**src/rtl/mips_pkg.sv**
```systemverilog
// Shared encodings for the multiply/divide unit: operation codes and sequencer states.
// Ports: none (package only).
// Latency/backpressure: not applicable.
package mips_pkg;

    typedef enum logic [1:0] {
        MDU_MULT  = 2'b00,
        MDU_MULTU = 2'b01,
        MDU_DIV   = 2'b10,
        MDU_DIVU  = 2'b11
    } mdu_op_e;

    typedef enum logic [1:0] {
        MDU_IDLE = 2'b00,
        MDU_CALC = 2'b01,
        MDU_FIX  = 2'b10
    } mdu_state_e;

endpackage

```
**src/rtl/mult_div_unit.sv**
```systemverilog
// Iterative MULT/MULTU/DIV/DIVU sequencer owning HI/LO; also serves MTHI/MTLO, HI/LO drive MFHI/MFLO.
// Ports: i_clk/i_reset, i_start/i_op/i_a/i_b launch, i_mthi/i_mtlo moves, o_hi/o_lo, o_busy, o_done/o_divz pulses.
// Latency: DATA_WIDTH+2 cycles start-to-done; o_busy stalls the pipe, start/moves ignored unless IDLE.
module mult_div_unit
    import mips_pkg::*;
#(
    parameter int DATA_WIDTH = 32,
    parameter int CNT_WIDTH  = $clog2(DATA_WIDTH)
) (
    input  logic                  i_clk,
    input  logic                  i_reset,
    input  logic                  i_start,
    input  logic [1:0]            i_op,
    input  logic [DATA_WIDTH-1:0] i_a,
    input  logic [DATA_WIDTH-1:0] i_b,
    input  logic                  i_mthi,
    input  logic                  i_mtlo,
    output logic [DATA_WIDTH-1:0] o_hi,
    output logic [DATA_WIDTH-1:0] o_lo,
    output logic                  o_busy,
    output logic                  o_done,
    output logic                  o_divz
);
    localparam int W = DATA_WIDTH;

    mdu_state_e           state_q, state_d;
    logic [CNT_WIDTH-1:0] cnt_q, cnt_d;
    logic                 is_div_q, is_div_d;
    logic                 neg_q, neg_d;        // operand signs differ: flip product / quotient
    logic                 a_neg_q, a_neg_d;    // dividend negative: remainder takes its sign
    logic                 divz_q, divz_d;
    logic [W-1:0]         a_orig_q, a_orig_d;  // raw dividend, returned in HI on divide-by-zero
    logic [W-1:0]         mag_b_q, mag_b_d;    // multiplicand or divisor magnitude
    logic [W-1:0]         rem_q, rem_d;        // product high half / partial remainder
    logic [W-1:0]         quo_q, quo_d;        // multiplier shifting into product low / dividend->quotient
    logic [W-1:0]         hi_q, hi_d, lo_q, lo_d;
    logic                 done_q, done_d, divz_o_q, divz_o_d;

    logic                 op_signed, op_div;
    logic [W-1:0]         a_abs, b_abs;
    logic [W:0]           add_x, add_y, add_res, mul_sum;
    logic [2*W-1:0]       prod;
    logic [W-1:0]         quo_fix, rem_fix;

    always_comb begin
        op_signed = ~i_op[0];
        op_div    = i_op[1];
        a_abs     = (op_signed && i_a[W-1]) ? -i_a : i_a;
        b_abs     = (op_signed && i_b[W-1]) ? -i_b : i_b;

        // One W+1-bit adder serves both sequences: add for shift-add, subtract
        // (invert + carry-in) for the restoring trial subtraction.
        add_x   = is_div_q ? {rem_q, quo_q[W-1]} : {1'b0, rem_q};
        add_y   = {1'b0, mag_b_q};
        add_res = add_x + (is_div_q ? ~add_y : add_y) + {{W{1'b0}}, is_div_q};
        mul_sum = quo_q[0] ? add_res : add_x;

        prod    = neg_q ? -{rem_q, quo_q} : {rem_q, quo_q};
        quo_fix = neg_q ? -quo_q : quo_q;
        rem_fix = a_neg_q ? -rem_q : rem_q;

        state_d  = state_q;
        cnt_d    = cnt_q;
        is_div_d = is_div_q;
        neg_d    = neg_q;
        a_neg_d  = a_neg_q;
        divz_d   = divz_q;
        a_orig_d = a_orig_q;
        mag_b_d  = mag_b_q;
        rem_d    = rem_q;
        quo_d    = quo_q;
        hi_d     = hi_q;
        lo_d     = lo_q;
        done_d   = 1'b0;
        divz_o_d = 1'b0;

        case (state_q)
            MDU_IDLE: begin
                if (i_start) begin
                    is_div_d = op_div;
                    neg_d    = op_signed & (i_a[W-1] ^ i_b[W-1]);
                    a_neg_d  = op_signed & i_a[W-1];
                    divz_d   = op_div & (i_b == '0);
                    a_orig_d = i_a;
                    rem_d    = '0;
                    quo_d    = op_div ? a_abs : b_abs;
                    mag_b_d  = op_div ? b_abs : a_abs;
                    cnt_d    = CNT_WIDTH'(W - 1);
                    state_d  = MDU_CALC;
                end else begin
                    if (i_mthi) hi_d = i_a;
                    if (i_mtlo) lo_d = i_a;
                end
            end
            MDU_CALC: begin
                if (is_div_q) begin
                    // add_res[W] set means the trial subtraction borrowed: restore.
                    if (add_res[W]) begin
                        rem_d = add_x[W-1:0];
                        quo_d = {quo_q[W-2:0], 1'b0};
                    end else begin
                        rem_d = add_res[W-1:0];
                        quo_d = {quo_q[W-2:0], 1'b1};
                    end
                end else begin
                    {rem_d, quo_d} = {mul_sum, quo_q[W-1:1]};
                end
                cnt_d = cnt_q - 1'b1;
                if (cnt_q == '0) state_d = MDU_FIX;
            end
            MDU_FIX: begin
                if (!is_div_q) begin
                    {hi_d, lo_d} = prod;
                end else if (divz_q) begin
                    hi_d = a_orig_q;
                    lo_d = '1;
                end else begin
                    hi_d = rem_fix;
                    lo_d = quo_fix;
                end
                done_d   = 1'b1;
                divz_o_d = is_div_q & divz_q;
                state_d  = MDU_IDLE;
            end
            default: state_d = MDU_IDLE;
        endcase
    end

    always_ff @(posedge i_clk) begin
        if (i_reset) begin
            state_q  <= MDU_IDLE;
            cnt_q    <= '0;
            is_div_q <= 1'b0;
            neg_q    <= 1'b0;
            a_neg_q  <= 1'b0;
            divz_q   <= 1'b0;
            a_orig_q <= '0;
            mag_b_q  <= '0;
            rem_q    <= '0;
            quo_q    <= '0;
            hi_q     <= '0;
            lo_q     <= '0;
            done_q   <= 1'b0;
            divz_o_q <= 1'b0;
        end else begin
            state_q  <= state_d;
            cnt_q    <= cnt_d;
            is_div_q <= is_div_d;
            neg_q    <= neg_d;
            a_neg_q  <= a_neg_d;
            divz_q   <= divz_d;
            a_orig_q <= a_orig_d;
            mag_b_q  <= mag_b_d;
            rem_q    <= rem_d;
            quo_q    <= quo_d;
            hi_q     <= hi_d;
            lo_q     <= lo_d;
            done_q   <= done_d;
            divz_o_q <= divz_o_d;
        end
    end

    assign o_hi   = hi_q;
    assign o_lo   = lo_q;
    assign o_busy = (state_q != MDU_IDLE);
    assign o_done = done_q;
    assign o_divz = divz_o_q;

endmodule
```
**config.mk**
```make
export PLATFORM = sky130hd
export DESIGN_NAME = mult_div_unit
export DESIGN_NICKNAME = d
export VERILOG_FILES = /design/src/rtl/mips_pkg.sv /design/src/rtl/mult_div_unit.sv
export SDC_FILE = /design/constraint.sdc
export NUM_CORES = 1
export LEC_CHECK = 0
export BUFFER_PORTS_ARGS = -buffer_cell sky130_fd_sc_hd__buf_2
export CORE_MARGIN = 5
export CORE_UTILIZATION = 50
export CTS_CLUSTER_DIAMETER = 80
export DETAILED_ROUTE_END_ITERATION = 7
export PLACE_DENSITY_LB_ADDON = 0.2
export SLEW_MARGIN = 20
export SYNTH_ARGS = -nofsm -noshare
export SYNTH_HDL_FRONTEND = slang
export SYNTH_SLANG_ARGS = --single-unit
```
**constraint.sdc**
```tcl
create_clock -name i_clk -period 10.05 [get_ports i_clk]
set_input_delay 1.5075 -clock i_clk [delete_from_list [all_inputs] [get_ports i_clk]]
set_output_delay 1.5075 -clock i_clk [all_outputs]
set_load 0.02 [all_outputs]
```
* After elaboration in Yosys (flattened, before gate mapping)
Cells that the tools add are included.
** Word-level totals
- Logic and storage cells :: 85
- Flip-flop bits (word level) :: 205
- Input port bits :: 71
- Output and inout bits :: 67
** Cells by class
- Reduce and logical (&&, ||, !) cells :: 14
- Bitwise operators :: 8
- Add/subtract/negate cells :: 8
- Multiplexer cells :: 34
- Equal/unequal tests :: 7
** Operators by type and width (number)
- 32-bit 2-to-1 mux :: 19
- 32-bit case mux with 2 select lines :: 4
- 32-bit negation :: 4
- 33-bit 2-to-1 mux :: 3
- 64-bit 2-to-1 mux :: 1
- 64-bit negation :: 1
- 33-bit by 1-bit adder with 33-bit output :: 1
- 33-bit adder :: 1
- 32-bit inverter with 33-bit output :: 1
- 32-bit logical NOT :: 1
- 2-bit != test (second input constant) :: 5
- 5-bit case mux with 2 select lines :: 1
- 2-bit AND reduction :: 3
- 3-bit AND reduction :: 2
- 2-bit nonzero test :: 3
- 5-bit logical NOT :: 1
- 5-bit 2-to-1 mux :: 1
- 5-bit by 1-bit subtractor with 5-bit output (second input constant) :: 1
- 1-bit bitwise AND :: 4
- 2-bit 2-to-1 mux :: 2
- 2-bit case mux with 2 select lines :: 1
- 2-bit by 1-bit == test with 1-bit output (second input constant) :: 1
- 2-bit == test (second input constant) :: 1
- 1-bit logical AND :: 2
- other kinds (5) :: 7

* Logic depth before layout (Yosys ltp)
- Depth after elaboration :: 7
- Gate-level depth with buffers :: 17
- Mapped depth without buffers :: 12

* Least setup slack after synthesis
No wires, ideal clock.
- Path kind :: reg2reg
- Start :: reg is_div_q
- End :: reg rem_q[12]
- Clock period less this slack :: 4.743 ns
- Library setup time :: 0.117 ns
- Required time :: 9.933 ns
- Buffers on the path :: 5
- Slack :: 5.307 ns
- Data arrival time :: 4.625 ns
- Stages on the path, launching flop included :: 17
- Path through :: dfxtp_1 > clkbuf_1 > buf_1 > clkbuf_1 > buf_1 > o21ai_0 > fa_1 > a211oi_1 > o21ai_0 > nand4_1 > a31oi_1 > a31oi_1 > xnor2_1 > buf_2 > mux2i_1 > nand2_1 > a32o_1
** On the way
- Word-level cells in the longest chain between the ends :: 6
- Elaborated cells between the ends (all ways) :: 8
- Classes of those cells :: add/sub: 2; mux: 6
** RTL lines
- from (decl) :: line mult_div_unit.sv:28 : logic is_div_q, is_div_d;
- from (signal assigned) :: line mult_div_unit.sv:148 : is_div_q <= is_div_d;
- 33-bit 2-to-1 mux (on tied branches) :: line mult_div_unit.sv:53, mult_div_unit.sv:55
- 33-bit adder :: line mult_div_unit.sv:55 : add_res = add_x + (is_div_q ? ~add_y : add_y) + {{W{1'b0}}, is_div_q};
- 33-bit by 1-bit adder with 33-bit output :: line mult_div_unit.sv:55
- 33-bit 2-to-1 mux or 32-bit 2-to-1 mux (tied branches) :: line mult_div_unit.sv:56, mult_div_unit.sv:98
- 32-bit 2-to-1 mux (*) :: line mult_div_unit.sv:96 : if (is_div_q) begin
- 32-bit case mux with 2 select lines (*) :: line mult_div_unit.sv:77 : case (state_q)
- to (signal assigned) :: line mult_div_unit.sv:154 : rem_q <= rem_d;
- to (decl) :: line mult_div_unit.sv:34 : logic [W-1:0] rem_q, rem_d;
Every way passes the cells marked *; elsewhere a longest branch is shown, timed or not.
A chain may end at the register's enable or synchronous reset.

* Worst setup path in the final report
- Start :: reg is_div_q
- End :: reg rem_q[11]
Same word-level chain as after synthesis.

==> results summary <==
Setup violations remaining at the end of the flow were counted as 0. The run finished with clean final reports. The sequential share of power is 36.6%. The worst slack at placement is 4300 ps.

The kind of critical path is register to register. Synthesis produced 2,163 cells. The number of hold buffers added after CTS came out at 0. After the first detailed-routing iteration, the DRC count stood at 1,504. The number of antenna violations at the first check in global routing was 0.

The floorplan step defined a die boundary enclosing 35,500 um2. The worst setup path is launched from a register. The region available for standard cell placement spans 31,600 um2. The number of cells on the worst hold path is 2.

The count of H-tree levels built during CTS is 1. The clock network fraction of total power is 35.1%. The count of placed standard cells including taps came out at 2,512. The count of buffers added on input and output ports is 137.

For this run, the number of Yosys warnings is 0. The endpoint arrival time on the critical path came out at 6280 ps. The cell area after synthesis came out at 15,900 um2. Dividing the detail-routed via count by the number of cells gives 6.43. In this run, the combinational gates consume 28.3% of the power. The worst vdd rail ir drop came out at 0.132 mV. The worst setup margin came out at 4190 ps. The initial core utilization is 50.5%.

Setup repair after global routing left no endpoint under its margin. The finished layout holds 2,556 standard cells, fillers aside. The number of primary I/O pins came out at 138. The worst hold slack is 447 ps. A synthesized cell averages 7.37 um2.

The clock tree from TritonCTS is done. The most used flip-flop cell after synthesis is sky130_fd_sc_hd__dfxtp_1. The slew of the pin with the lowest slew margin came out at 1120 ps. The clock buffer count from CTS is 24. Measured along the y axis, the die boundary spans 189 um.

At the end of the flow, the number of nets in the layout was 2,245. Summed over all nets, the switching power comes to 0.959 mW. In the final routed layout, each cell accounts on average for 22.7 um. The number of nets with antenna violations after routing is 0. The switching fraction of total power came out at 36.2%. The antenna diode instance count came out at 0. Synthesis produced a netlist with a net count of 2,272.

The post-route standard cell area excluding fillers is 17,300 um2. The cell sitting at the root of the clock tree is a sky130_fd_sc_hd__clkbuf_16. The placed cell area is 16,500 um2. Overall power consumption after layout is estimated at 2.65 mW. The overall track demand over capacity in global routing came out at 31.1%. The accumulated negative setup slack is 0 ps.

The count of flip-flops with a built-in enable after synthesis came out at 0. Max-cap violations in this run came to 0. The clock tree buffer depth came out at 3.

The number of max-slew violations in the final report is 0. The post-layout minimum cycle time came out at 5860 ps. sky130_fd_sc_hd__dfxtp_1 takes more of the synthesized area than any other cell. The path type of the worst min-delay path is register to register. The number of remaining DRC errors is 0. The required time reported for the critical path endpoint came out at 10,470 ps. The number of instances resized during post-cts repair came out at 0.

The total via count in the routed design came out at 16,432. The synthesis-stage register bit count came out at 205. The area growth from synthesis to layout came out at 8.85%. The die is 189 um wide.

The final RePlAce weighted congestion came out at 0.972. On the final layout, the worst clock skew is 26.2 ps. After clock tree synthesis, the clock-pin slew on the worst setup and hold paths is 60 ps. The share of the core filled with cells is 55.0%.

The worst setup path is captured at a register. The buffers inserted during post-CTS setup optimization came out at 0. The final HPWL from detailed placement came out at 42,200 um.

For this run, asynchronously set or reset flops after synthesis account for 0%. Clock latency on the worst-skew pair, taken at its later pin, is 550 ps. The number of hold-slack violations in the final timing report came out at 0. Ranked by total cell area, the synthesized netlist is headed by sky130_fd_sc_hd__dfxtp_1 26%, sky130_fd_sc_hd__a21oi_1 7.5%, sky130_fd_sc_hd__nand2_1 6.4%. The via count of the first global-routing pass came out at 15,501.

The cell row count is 65. The number of iterations in the first detailed-routing pass is 5. The total congestion overflow came out at 0. The cell area power density is 153 nW/um2. The number of different library cells used by synthesis comes to 76. The relative max-transition margin is 25.3%.

The portion of the clock cycle consumed by the worst path in the final layout came out at 58.3%. The first global-routing pass estimated 88,400 um of wire. The internal power is 1.69 mW.

The synthesized design devotes to its leading area cell type 25.7% of total area. The maximum number of pins on one net before global-route repair is 87. The sequential share of the synthesized area came out at 25.7%.

In this run the static leakage power is 6.84 nW. The proportion of layout cells with a drive suffix above 1 came out at 12.6%. For this design, the sink count on the clock tree is 205. The maximum clock frequency came out at 171 MHz.

The maximum fanout along the worst path is 71. Summed over all layers, the routed wires come to 58,000 um. The logic depth of the worst register-to-register path is 13.
[placed cells by master (no fill, tap or decap), types with 18 or more instances in the layout]
cell                        instances
sky130_fd_sc_hd__buf_2            136
sky130_fd_sc_hd__o41ai_1           18
sky130_fd_sc_hd__dfxtp_1          203
sky130_fd_sc_hd__nor3_1            46
sky130_fd_sc_hd__a31oi_1           35
sky130_fd_sc_hd__inv_1             24
sky130_fd_sc_hd__o211ai_1          40
sky130_fd_sc_hd__mux2i_1           83
sky130_fd_sc_hd__nand3_1           19
sky130_fd_sc_hd__buf_4             22
sky130_fd_sc_hd__mux2_2            38
sky130_fd_sc_hd__xor2_1            96
sky130_fd_sc_hd__ha_1              37
sky130_fd_sc_hd__nor2_1           203
sky130_fd_sc_hd__a21oi_1          240
sky130_fd_sc_hd__nand2_1          270
sky130_fd_sc_hd__a21o_1            22
sky130_fd_sc_hd__o21ai_0          128
sky130_fd_sc_hd__xnor2_1          110
sky130_fd_sc_hd__clkbuf_16         25
sky130_fd_sc_hd__a211oi_1          47
sky130_fd_sc_hd__o221ai_1          33
sky130_fd_sc_hd__o31ai_1           30
[kinds of logic after synthesis]
group,count (synthesis),share of synthesized area (%)
AO/OA/AOI/OAI,688,27.5
XOR/XNOR,207,11.4
multiplexers,121,7.90
flip-flops,205,25.7
adder cells (fa/ha/maj),38,3.03
AND/OR/NAND/NOR,665,18.8
buffers and inverters,239,5.73
[per-layer routing]
metal | part of all wire, % | global-route usage [%] | vias up | routed length (um)
li1 | - | - | 7710 | -
met3 | 7.4 | 4.98 | 174 | 4310
met1 | 41 | 39.7 | 7845 | 23700
met2 | 46 | 51.3 | 703 | 26700
met4 | 5.7 | 14.7 | 0 | 3310
met5 | 0 | 0 | - | 0
[cell type report]
cell class | instances | area, um2
tap | 402 | 503
inverter | 28 | 105
multi-input combinational | 1719 | 11000
clock buffer | 31 | 668
clock inverter | 13 | 161
sequential | 205 | 4110
fill | 3143 | 14200
timing repair buffer | 158 | 846
[final timing paths]
check                             start                endpoint  slack [ps]
setup / recovery  is_div_q$_SDFFE_PP0P_  rem_q[11]$_SDFFE_PP0P_        4190
hold / removal     o_lo[5]$_SDFFE_PP0P_    o_lo[5]$_SDFFE_PP0P_         450
setup reg to reg  is_div_q$_SDFFE_PP0P_  rem_q[11]$_SDFFE_PP0P_        4190
hold reg to reg    o_lo[5]$_SDFFE_PP0P_    o_lo[5]$_SDFFE_PP0P_         450
[power groups by stage]
stage          Clock [mW]  Combinational, mW  Sequential [mW]
2_1_floorplan           0              0.539            0.949
3_3_place_gp            0              0.726            0.982
3_5_place_dp            0              0.735            0.984
4_1_cts             0.934              0.738            0.966
5_1_grt             0.966              0.814            0.977
6_report            0.929              0.751            0.970
[state kept, by name, indices dropped and copies added, names as in the netlist, 2 cells and up]
| signal | flops |
|---|---|
| o_lo | 32 |
| o_hi | 32 |
| rem_q | 32 |
| cnt_q | 5 |
| state_q | 2 |
| quo_q | 32 |
| mag_b_q | 32 |
| a_orig_q | 32 |
[cells in the mapped netlist (all sizes together), types with 11 or more instances]
library cell    n
clkbuf        181
nand3          19
nand2         270
nor3           46
o41ai          19
or3            16
o221ai         33
nor2b          11
o31ai          30
nor2          206
a211oi         47
xnor2         111
nor4           14
inv            25
a311oi         13
o21ai         128
buf            30
mux2           38
a21o           22
a21oi         240
xor2           96
o211ai         40
nand2b         12
mux2i          83
or2            13
or4            18
dfxtp         205
ha             37
a31oi          35
[worst max-delay path: stages, from the launching register on]
cell and delay (ps):
sky130_fd_sc_hd__dfxtp_4 920, sky130_fd_sc_hd__buf_4 750, sky130_fd_sc_hd__mux2_2 410, sky130_fd_sc_hd__ha_1 340
sky130_fd_sc_hd__o21ai_0 120, sky130_fd_sc_hd__o21ai_0 410, sky130_fd_sc_hd__nand4_1 240, sky130_fd_sc_hd__a31oi_1 310
sky130_fd_sc_hd__a31oi_1 290, sky130_fd_sc_hd__xnor2_2 810, sky130_fd_sc_hd__buf_4 470, sky130_fd_sc_hd__mux2i_1 240
sky130_fd_sc_hd__nand2_1 70, sky130_fd_sc_hd__a32o_1 280
Power figures use the tool's default switching activity.
